--- src/rtl/tensor_core_pkg.sv ---
// tensor_core_pkg: types and constants shared by the tensor-core ALU and the
// sequencer that drives it.
//   alu_opcode_t   - ALU operation encoding (5..7 are unused / illegal)
//   alu_cmd_t      - one vector command as presented by instruction decode
//   opcode_is_legal- true for encodings the ALU implements
package tensor_core_pkg;

  localparam int DATA_W     = 8;
  localparam int CMD_ADDR_W = 4;
  localparam int CMD_LEN_W  = 5;

  localparam logic [2:0] OP_LAST_LEGAL = 3'd4;

  typedef enum logic [2:0] {
    ADD          = 3'd0,
    SUBTRACT     = 3'd1,
    MULTIPLY     = 3'd2,
    EQUALS       = 3'd3,
    GREATER_THAN = 3'd4
  } alu_opcode_t;

  // Opcode is kept as raw bits so an illegal encoding can still be carried.
  typedef struct packed {
    logic [2:0]            opcode;
    logic [CMD_ADDR_W-1:0] src_a;
    logic [CMD_ADDR_W-1:0] src_b;
    logic [CMD_ADDR_W-1:0] dst;
    logic [CMD_LEN_W-1:0]  len;
  } alu_cmd_t;

  function automatic logic opcode_is_legal(input logic [2:0] op);
    return (op <= OP_LAST_LEGAL);
  endfunction

endpackage

--- src/rtl/alu_issue_pipe.sv ---
// alu_issue_pipe: two-stage valid / write-address shift register that follows
// each issued read through the ALU and on to the register-file write.
//   clock_in, reset_in     - clock, asynchronous active-high clear
//   issue_valid/issue_addr - a read is being presented, with its result address
//   alu_valid              - operands of that read are at the ALU inputs
//   wr_valid/wr_addr       - ALU result is ready to be written at wr_addr
module alu_issue_pipe #(
  parameter int ADDR_W = 4
) (
  input  logic              clock_in,
  input  logic              reset_in,
  input  logic              issue_valid,
  input  logic [ADDR_W-1:0] issue_addr,
  output logic              alu_valid,
  output logic              wr_valid,
  output logic [ADDR_W-1:0] wr_addr
);

  logic [ADDR_W-1:0] alu_addr_r;

  // Shift valid and destination address one stage per cycle; reset drops all.
  always_ff @(posedge clock_in or posedge reset_in) begin
    if (reset_in) begin
      alu_valid  <= 1'b0;
      alu_addr_r <= '0;
      wr_valid   <= 1'b0;
      wr_addr    <= '0;
    end else begin
      alu_valid  <= issue_valid;
      alu_addr_r <= issue_addr;
      wr_valid   <= alu_valid;
      wr_addr    <= alu_addr_r;
    end
  end

endmodule

--- src/rtl/alu_op_sequencer.sv ---
// alu_op_sequencer: accepts one vector command at a time, streams operand
// pairs from the register file through the ALU and writes results back.
//   cmd_*           - command handshake and fields from instruction decode
//   rd_*            - synchronous register-file read port (data next cycle)
//   alu_*           - sole driver of the ALU inputs; alu_result_in is the
//                     ALU's registered output
//   wr_*            - register-file write port
//   busy/done/err   - status; done and err are one-cycle pulses
module alu_op_sequencer #(
  parameter int DATA_W = tensor_core_pkg::DATA_W,
  parameter int ADDR_W = tensor_core_pkg::CMD_ADDR_W,
  parameter int LEN_W  = tensor_core_pkg::CMD_LEN_W
) (
  input  logic              clock_in,
  input  logic              reset_in,
  input  logic              cmd_valid_in,
  output logic              cmd_ready_out,
  input  logic [2:0]        cmd_opcode_in,
  input  logic [ADDR_W-1:0] cmd_src_a_in,
  input  logic [ADDR_W-1:0] cmd_src_b_in,
  input  logic [ADDR_W-1:0] cmd_dst_in,
  input  logic [LEN_W-1:0]  cmd_len_in,
  output logic              rd_en_out,
  output logic [ADDR_W-1:0] rd_addr_a_out,
  output logic [ADDR_W-1:0] rd_addr_b_out,
  input  logic [DATA_W-1:0] rd_data_a_in,
  input  logic [DATA_W-1:0] rd_data_b_in,
  output logic              alu_enable_out,
  output logic [2:0]        alu_opcode_out,
  output logic [DATA_W-1:0] alu_input1_out,
  output logic [DATA_W-1:0] alu_input2_out,
  input  logic [DATA_W-1:0] alu_result_in,
  output logic              wr_en_out,
  output logic [ADDR_W-1:0] wr_addr_out,
  output logic [DATA_W-1:0] wr_data_out,
  output logic              busy_out,
  output logic              done_out,
  output logic              err_out
);

  import tensor_core_pkg::*;

  typedef enum logic [1:0] {
    ST_IDLE  = 2'd0,
    ST_ISSUE = 2'd1,
    ST_DRAIN = 2'd2
  } state_t;

  state_t            state_r;
  alu_opcode_t       opcode_r;
  alu_cmd_t          cmd_s;
  logic              accept_s;
  logic [LEN_W-1:0]  remain_r;     // reads still to issue after the current one
  logic [ADDR_W-1:0] dst_ptr_r;    // result address paired with the current read
  logic              rd_en_r;
  logic [ADDR_W-1:0] rd_addr_a_r;
  logic [ADDR_W-1:0] rd_addr_b_r;
  logic              done_r;
  logic              err_r;
  logic              alu_valid_s;
  logic              wr_valid_s;
  logic [ADDR_W-1:0] wr_addr_s;

  // Gather the incoming command fields into one struct.
  always_comb begin
    cmd_s        = '0;
    cmd_s.opcode = cmd_opcode_in;
    cmd_s.src_a  = cmd_src_a_in;
    cmd_s.src_b  = cmd_src_b_in;
    cmd_s.dst    = cmd_dst_in;
    cmd_s.len    = cmd_len_in;
  end

  // Ready is masked by reset so nothing is accepted while reset is held.
  assign cmd_ready_out = (state_r == ST_IDLE) & ~reset_in;
  assign accept_s      = cmd_valid_in & cmd_ready_out;

  // Command FSM: read issue, drain tracking and completion status.
  always_ff @(posedge clock_in or posedge reset_in) begin
    if (reset_in) begin
      state_r     <= ST_IDLE;
      opcode_r    <= ADD;
      remain_r    <= '0;
      dst_ptr_r   <= '0;
      rd_en_r     <= 1'b0;
      rd_addr_a_r <= '0;
      rd_addr_b_r <= '0;
      done_r      <= 1'b0;
      err_r       <= 1'b0;
    end else begin
      done_r <= 1'b0;
      err_r  <= 1'b0;
      case (state_r)
        ST_IDLE: begin
          rd_en_r <= 1'b0;
          if (accept_s) begin
            if (!opcode_is_legal(cmd_s.opcode)) begin
              done_r <= 1'b1;
              err_r  <= 1'b1;
            end else if (cmd_s.len == '0) begin
              done_r <= 1'b1;
            end else begin
              state_r     <= ST_ISSUE;
              opcode_r    <= alu_opcode_t'(cmd_s.opcode);
              rd_en_r     <= 1'b1;
              rd_addr_a_r <= cmd_s.src_a;
              rd_addr_b_r <= cmd_s.src_b;
              dst_ptr_r   <= cmd_s.dst;
              remain_r    <= cmd_s.len - LEN_W'(1);
            end
          end else begin
            state_r <= ST_IDLE;
          end
        end
        ST_ISSUE: begin
          if (remain_r == '0) begin
            rd_en_r <= 1'b0;
            state_r <= ST_DRAIN;
          end else begin
            rd_en_r     <= 1'b1;
            rd_addr_a_r <= rd_addr_a_r + ADDR_W'(1);
            rd_addr_b_r <= rd_addr_b_r + ADDR_W'(1);
            dst_ptr_r   <= dst_ptr_r + ADDR_W'(1);
            remain_r    <= remain_r - LEN_W'(1);
          end
        end
        ST_DRAIN: begin
          // Last write is on the port and nothing is left behind it.
          if (wr_valid_s && !alu_valid_s) begin
            state_r <= ST_IDLE;
            done_r  <= 1'b1;
          end else begin
            state_r <= ST_DRAIN;
          end
        end
        default: begin
          state_r <= ST_IDLE;
          rd_en_r <= 1'b0;
        end
      endcase
    end
  end

  alu_issue_pipe #(
    .ADDR_W (ADDR_W)
  ) u_issue_pipe (
    .clock_in    (clock_in),
    .reset_in    (reset_in),
    .issue_valid (rd_en_r),
    .issue_addr  (dst_ptr_r),
    .alu_valid   (alu_valid_s),
    .wr_valid    (wr_valid_s),
    .wr_addr     (wr_addr_s)
  );

  assign rd_en_out      = rd_en_r;
  assign rd_addr_a_out  = rd_addr_a_r;
  assign rd_addr_b_out  = rd_addr_b_r;
  assign alu_enable_out = alu_valid_s;
  assign alu_opcode_out = opcode_r;
  // Pass-through data paths are zeroed when their stage is idle.
  assign alu_input1_out = alu_valid_s ? rd_data_a_in : '0;
  assign alu_input2_out = alu_valid_s ? rd_data_b_in : '0;
  assign wr_en_out      = wr_valid_s;
  assign wr_addr_out    = wr_addr_s;
  assign wr_data_out    = wr_valid_s ? alu_result_in : '0;
  assign busy_out       = (state_r != ST_IDLE);
  assign done_out       = done_r;
  assign err_out        = err_r;

endmodule

--- config.mk ---
export PLATFORM = sky130hd
export DESIGN_NAME = alu_op_sequencer
export DESIGN_NICKNAME = d
export VERILOG_FILES = /design/src/rtl/tensor_core_pkg.sv /design/src/rtl/alu_issue_pipe.sv /design/src/rtl/alu_op_sequencer.sv
export SDC_FILE = /design/constraint.sdc
export NUM_CORES = 1
export LEC_CHECK = 0
export ABC_CLOCK_PERIOD_IN_PS = 3700
export CORE_UTILIZATION = 43
export CTS_CLUSTER_DIAMETER = 30
export CTS_CLUSTER_SIZE = 12
export DETAILED_ROUTE_END_ITERATION = 12
export GPL_TIMING_DRIVEN = 1
export MAX_ROUTING_LAYER = met4
export PLACE_DENSITY = 0.88
export SYNTH_ARGS = -nofsm -noshare
export SYNTH_HDL_FRONTEND = slang
export SYNTH_HIERARCHICAL = 1
export SYNTH_SLANG_ARGS = --single-unit
--- constraint.sdc ---
create_clock -name clock_in -period 3.7 [get_ports clock_in]
set_clock_uncertainty 0.2 [all_clocks]
set_input_delay 1.11 -clock clock_in [delete_from_list [all_inputs] [get_ports clock_in]]
set_output_delay 1.11 -clock clock_in [all_outputs]
set_load 0.02 [all_outputs]
==> results.sh <==
export IMPL_p_leak_nw=1.233
export IMPL_drc=0
export IMPL_layout_nets=337
export IMPL_path_common_cell="clkdlybuf4s50_1"
export IMPL_yosysWarnings=6
export IMPL_finalWirelength_um=4628
export IMPL_worstSetupPathType="input pin to output pin"
export IMPL_cts_clk_slew_worst_paths_ns=0.06
export IMPL_dr_pass1_iters=4
export IMPL_slew_viol_final=0
export IMPL_io_buffers=92
export IMPL_cts_tree="done"
export IMPL_grt_overflow=0
export IMPL_synth_flop_cell="dfrtp_1"
export IMPL_fmax_mhz=275.3
export IMPL_maxCapViolCount=0
export IMPL_cts_hold_buf=0
export IMPL_cp_slowest_stage_delay_ns=0.62
export IMPL_hold_viol_final=0
export IMPL_synth_cell_types=39
export IMPL_cts_buffers=5
export IMPL_worst_pin_slew_ns=0.8291
export IMPL_grt_pass1_vias=1703
export IMPL_finalSetupViolCount=0
export IMPL_routedWlPerCell_um=13.73
export IMPL_slew_headroom=0.4385
export IMPL_slowest_stage="clkdlybuf4s50_1"
export IMPL_synthCells=190
export IMPL_start_kind="input pin"
export IMPL_place_inst=329
export IMPL_post_cts_buffers=0
export IMPL_root_buffer="clkbuf_8"
export IMPL_grt_use_total=0.2272
export IMPL_crit_buf_inv=2
export IMPL_yosys_area_top_type_share=0.4798
export IMPL_ys_seq_elements=35
export IMPL_rsz0062_at_grt="no"
export IMPL_yosys_area_top_type="dfrtp_1"
export IMPL_final_cells=337
export IMPL_antenna_found_initial=0
export IMPL_crit_fanout=1
export IMPL_async_flop_share=1.000
export IMPL_final_antenna_net_count=0
export IMPL_hp_class="flop to flop"
export IMPL_synth_edf_count=0
export IMPL_dieArea_um2=4510
export IMPL_fin_setup_tns_ns=0
export IMPL_syn2layout_area_growth_pct=59.42
export IMPL_ioPinCount=93
export IMPL_via_per_inst=5.323
export IMPL_final_area_um2=2910
export IMPL_dpl_cell_area_um2=2810
export IMPL_grt_pass1_wl_um=7541
export IMPL_layout_worst_path_cycle_share=0.9817
export IMPL_htreeDepth=2
export IMPL_crit_family="buffers and inverters"
export IMPL_synthesis_nets=241
export IMPL_cts_resized=0
export IMPL_gp_congestion=0.7946
export IMPL_powerDensity_nw_per_um2=810.5
export IMPL_avgSynthCellArea_um2=9.608
export IMPL_synthTopCellsByArea="dfrtp_1, and2_1, nand3_1"
export IMPL_synth_area_um2=1826
export IMPL_antenna_cells=0
export IMPL_arrival_ns=2.32
export IMPL_finalCriticalPeriod_ns=3.632
export IMPL_die_w_um=67.16
export IMPL_cts_sinks=35
export IMPL_core_rowCount=23
export IMPL_dp_hpwl_um=3394
export IMPL_crit_path_cell_trace="clkdlybuf4s50_1 > and2_1 > clkdlybuf4s50_1"
export IMPL_core_area_um2=4029
export IMPL_max_vdd_ir_drop_v=0.0004955
export IMPL_clkLatencyLatePin_ns=0.28
export IMPL_die_y_um=67.16
export IMPL_via_count=1794
export IMPL_outcome="finished clean"
export IMPL_grt_max_degree=24
export IMPL_finish_utilization=0.7224
export IMPL_end_kind="output pin"
export IMPL_start_util=0.4531
export IMPL_cp_required_ns=2.39
export IMPL_ys_seq_area_frac=0.4798
export IMPL_clockBufferDepth=2
export IMPL_drive_above_1_share=0.06969
export IMPL_drt_iter0_markers=60
==> Yosys cell counts (all sizes together), types with 3 or more instances <==
cell,number
mux2i,6
buf,6
o2bb2ai,4
nor3,5
a22oi,4
o21ai,15
and2,24
nor2,8
clkbuf,4
a21oi,5
dfrtp,35
nand2,14
ha,4
inv,7
nand2b,3
o22ai,5
nand3,17
==> cell type report <==
type	instances	area, um^2
fillers	319	1119
repair buffers	99	973.4
flip-flops and latches	35	875.8
multi-input cells	138	872.1
clock buffers	8	100.1
well taps	50	62.56
inverters	7	26.28
==> placed cells by master (no fill, tap or decap), types with 2 or more instances in the layout <==
cell and count:
o22ai_1 5, a21oi_1 5, nor3_1 5, nand2_1 14
clkdlybuf4s50_1 92, clkbuf_8 7, nand3_1 17, a22oi_1 4
mux2i_1 6, nor2_1 7, mux2_2 2, nand2b_1 3
o21ai_0 14, inv_1 6, o2bb2ai_1 4, o311a_1 2
o21a_1 2, ha_1 4, dfrtp_1 35, nor4b_1 2
a211oi_1 2, nor2b_1 2, and2_1 24, buf_4 7
==> path summary, 6_finish.rpt <==
check / startpoint / endpoint / slack [ns] / cells past startpoint
max in group asynchronous: reset_in / dst_ptr_r[3] / 1.68 / 4
min in group asynchronous: reset_in / err_out / 1.06 / 3
worst max register to register: remain_r[2] / remain_r[0] / 1.40 / 5
worst min-delay path: u_issue_pipe/alu_addr_r[1] / u_issue_pipe/wr_addr[1] / 0.15 / 0
worst max-delay path: alu_result_in[1] / wr_data_out[1] / 0.07 / 3
worst min register to register: u_issue_pipe/alu_addr_r[1] / u_issue_pipe/wr_addr[1] / 0.15 / 0
==> per-stage QoR <==
step / hold WS (ns) / total power [mW] / setup WS (ns)
finish: 0.1469 / 2.359 / 0.06763
global route: 0.1547 / 2.552 / 0.02268
CTS: 0.1507 / 2.376 / 0.05788
detailed placement: 0.1356 / 2.067 / 0.06595
global placement: 0.1317 / 2.034 / 0.09605
floorplan: 0.1312 / 1.508 / 0.9233
==> state kept, by name, indices dropped and copies added (netlist names), 2 cells and up <==
name,count
alu_opcode_out,3
dst_ptr_r,4
rd_addr_a_out,4
rd_addr_b_out,4
remain_r,5
state_r,2
u_issue_pipe/alu_addr_r,4
u_issue_pipe/wr_addr,4
==> power by group <==
part | internal (mW) | leakage (nW) | switching [mW] | total, mW
Combinational | 0.647 | 0.759 | 0.698 | 1.34
Clock | 0.170 | 0.0515 | 0.130 | 0.300
Sequential | 0.561 | 0.423 | 0.154 | 0.715
Total | 1.38 | 1.23 | 0.982 | 2.36
==> cells by family after synthesis <==
kind of cell,after synthesis,share of synthesized area
xor gates and xnor gates,1,0.004799
adders and majority gates,4,0.02742
muxes,8,0.04524
DFF,35,0.4798
AOI/OAI and AO/OA,46,0.1659
buffers and inverters,17,0.04249
and+or+nand+nor,79,0.2344
==> routing by layer <==
| metal | wire [um] | vias to the layer above | global-route usage | share of wire |
|---|---|---|---|---|
| met1 | 1847 | 835 | 0.2559 | 0.40 |
| met4 | 40 | 0 | 0.07713 | 0.0086 |
| li1 | - | 869 | - | - |
| met5 | 0 | - | - | 0 |
| met2 | 2255 | 82 | 0.3863 | 0.49 |
| met3 | 485 | 8 | 0.06250 | 0.10 |
Power figures use the tool's default switching activity.
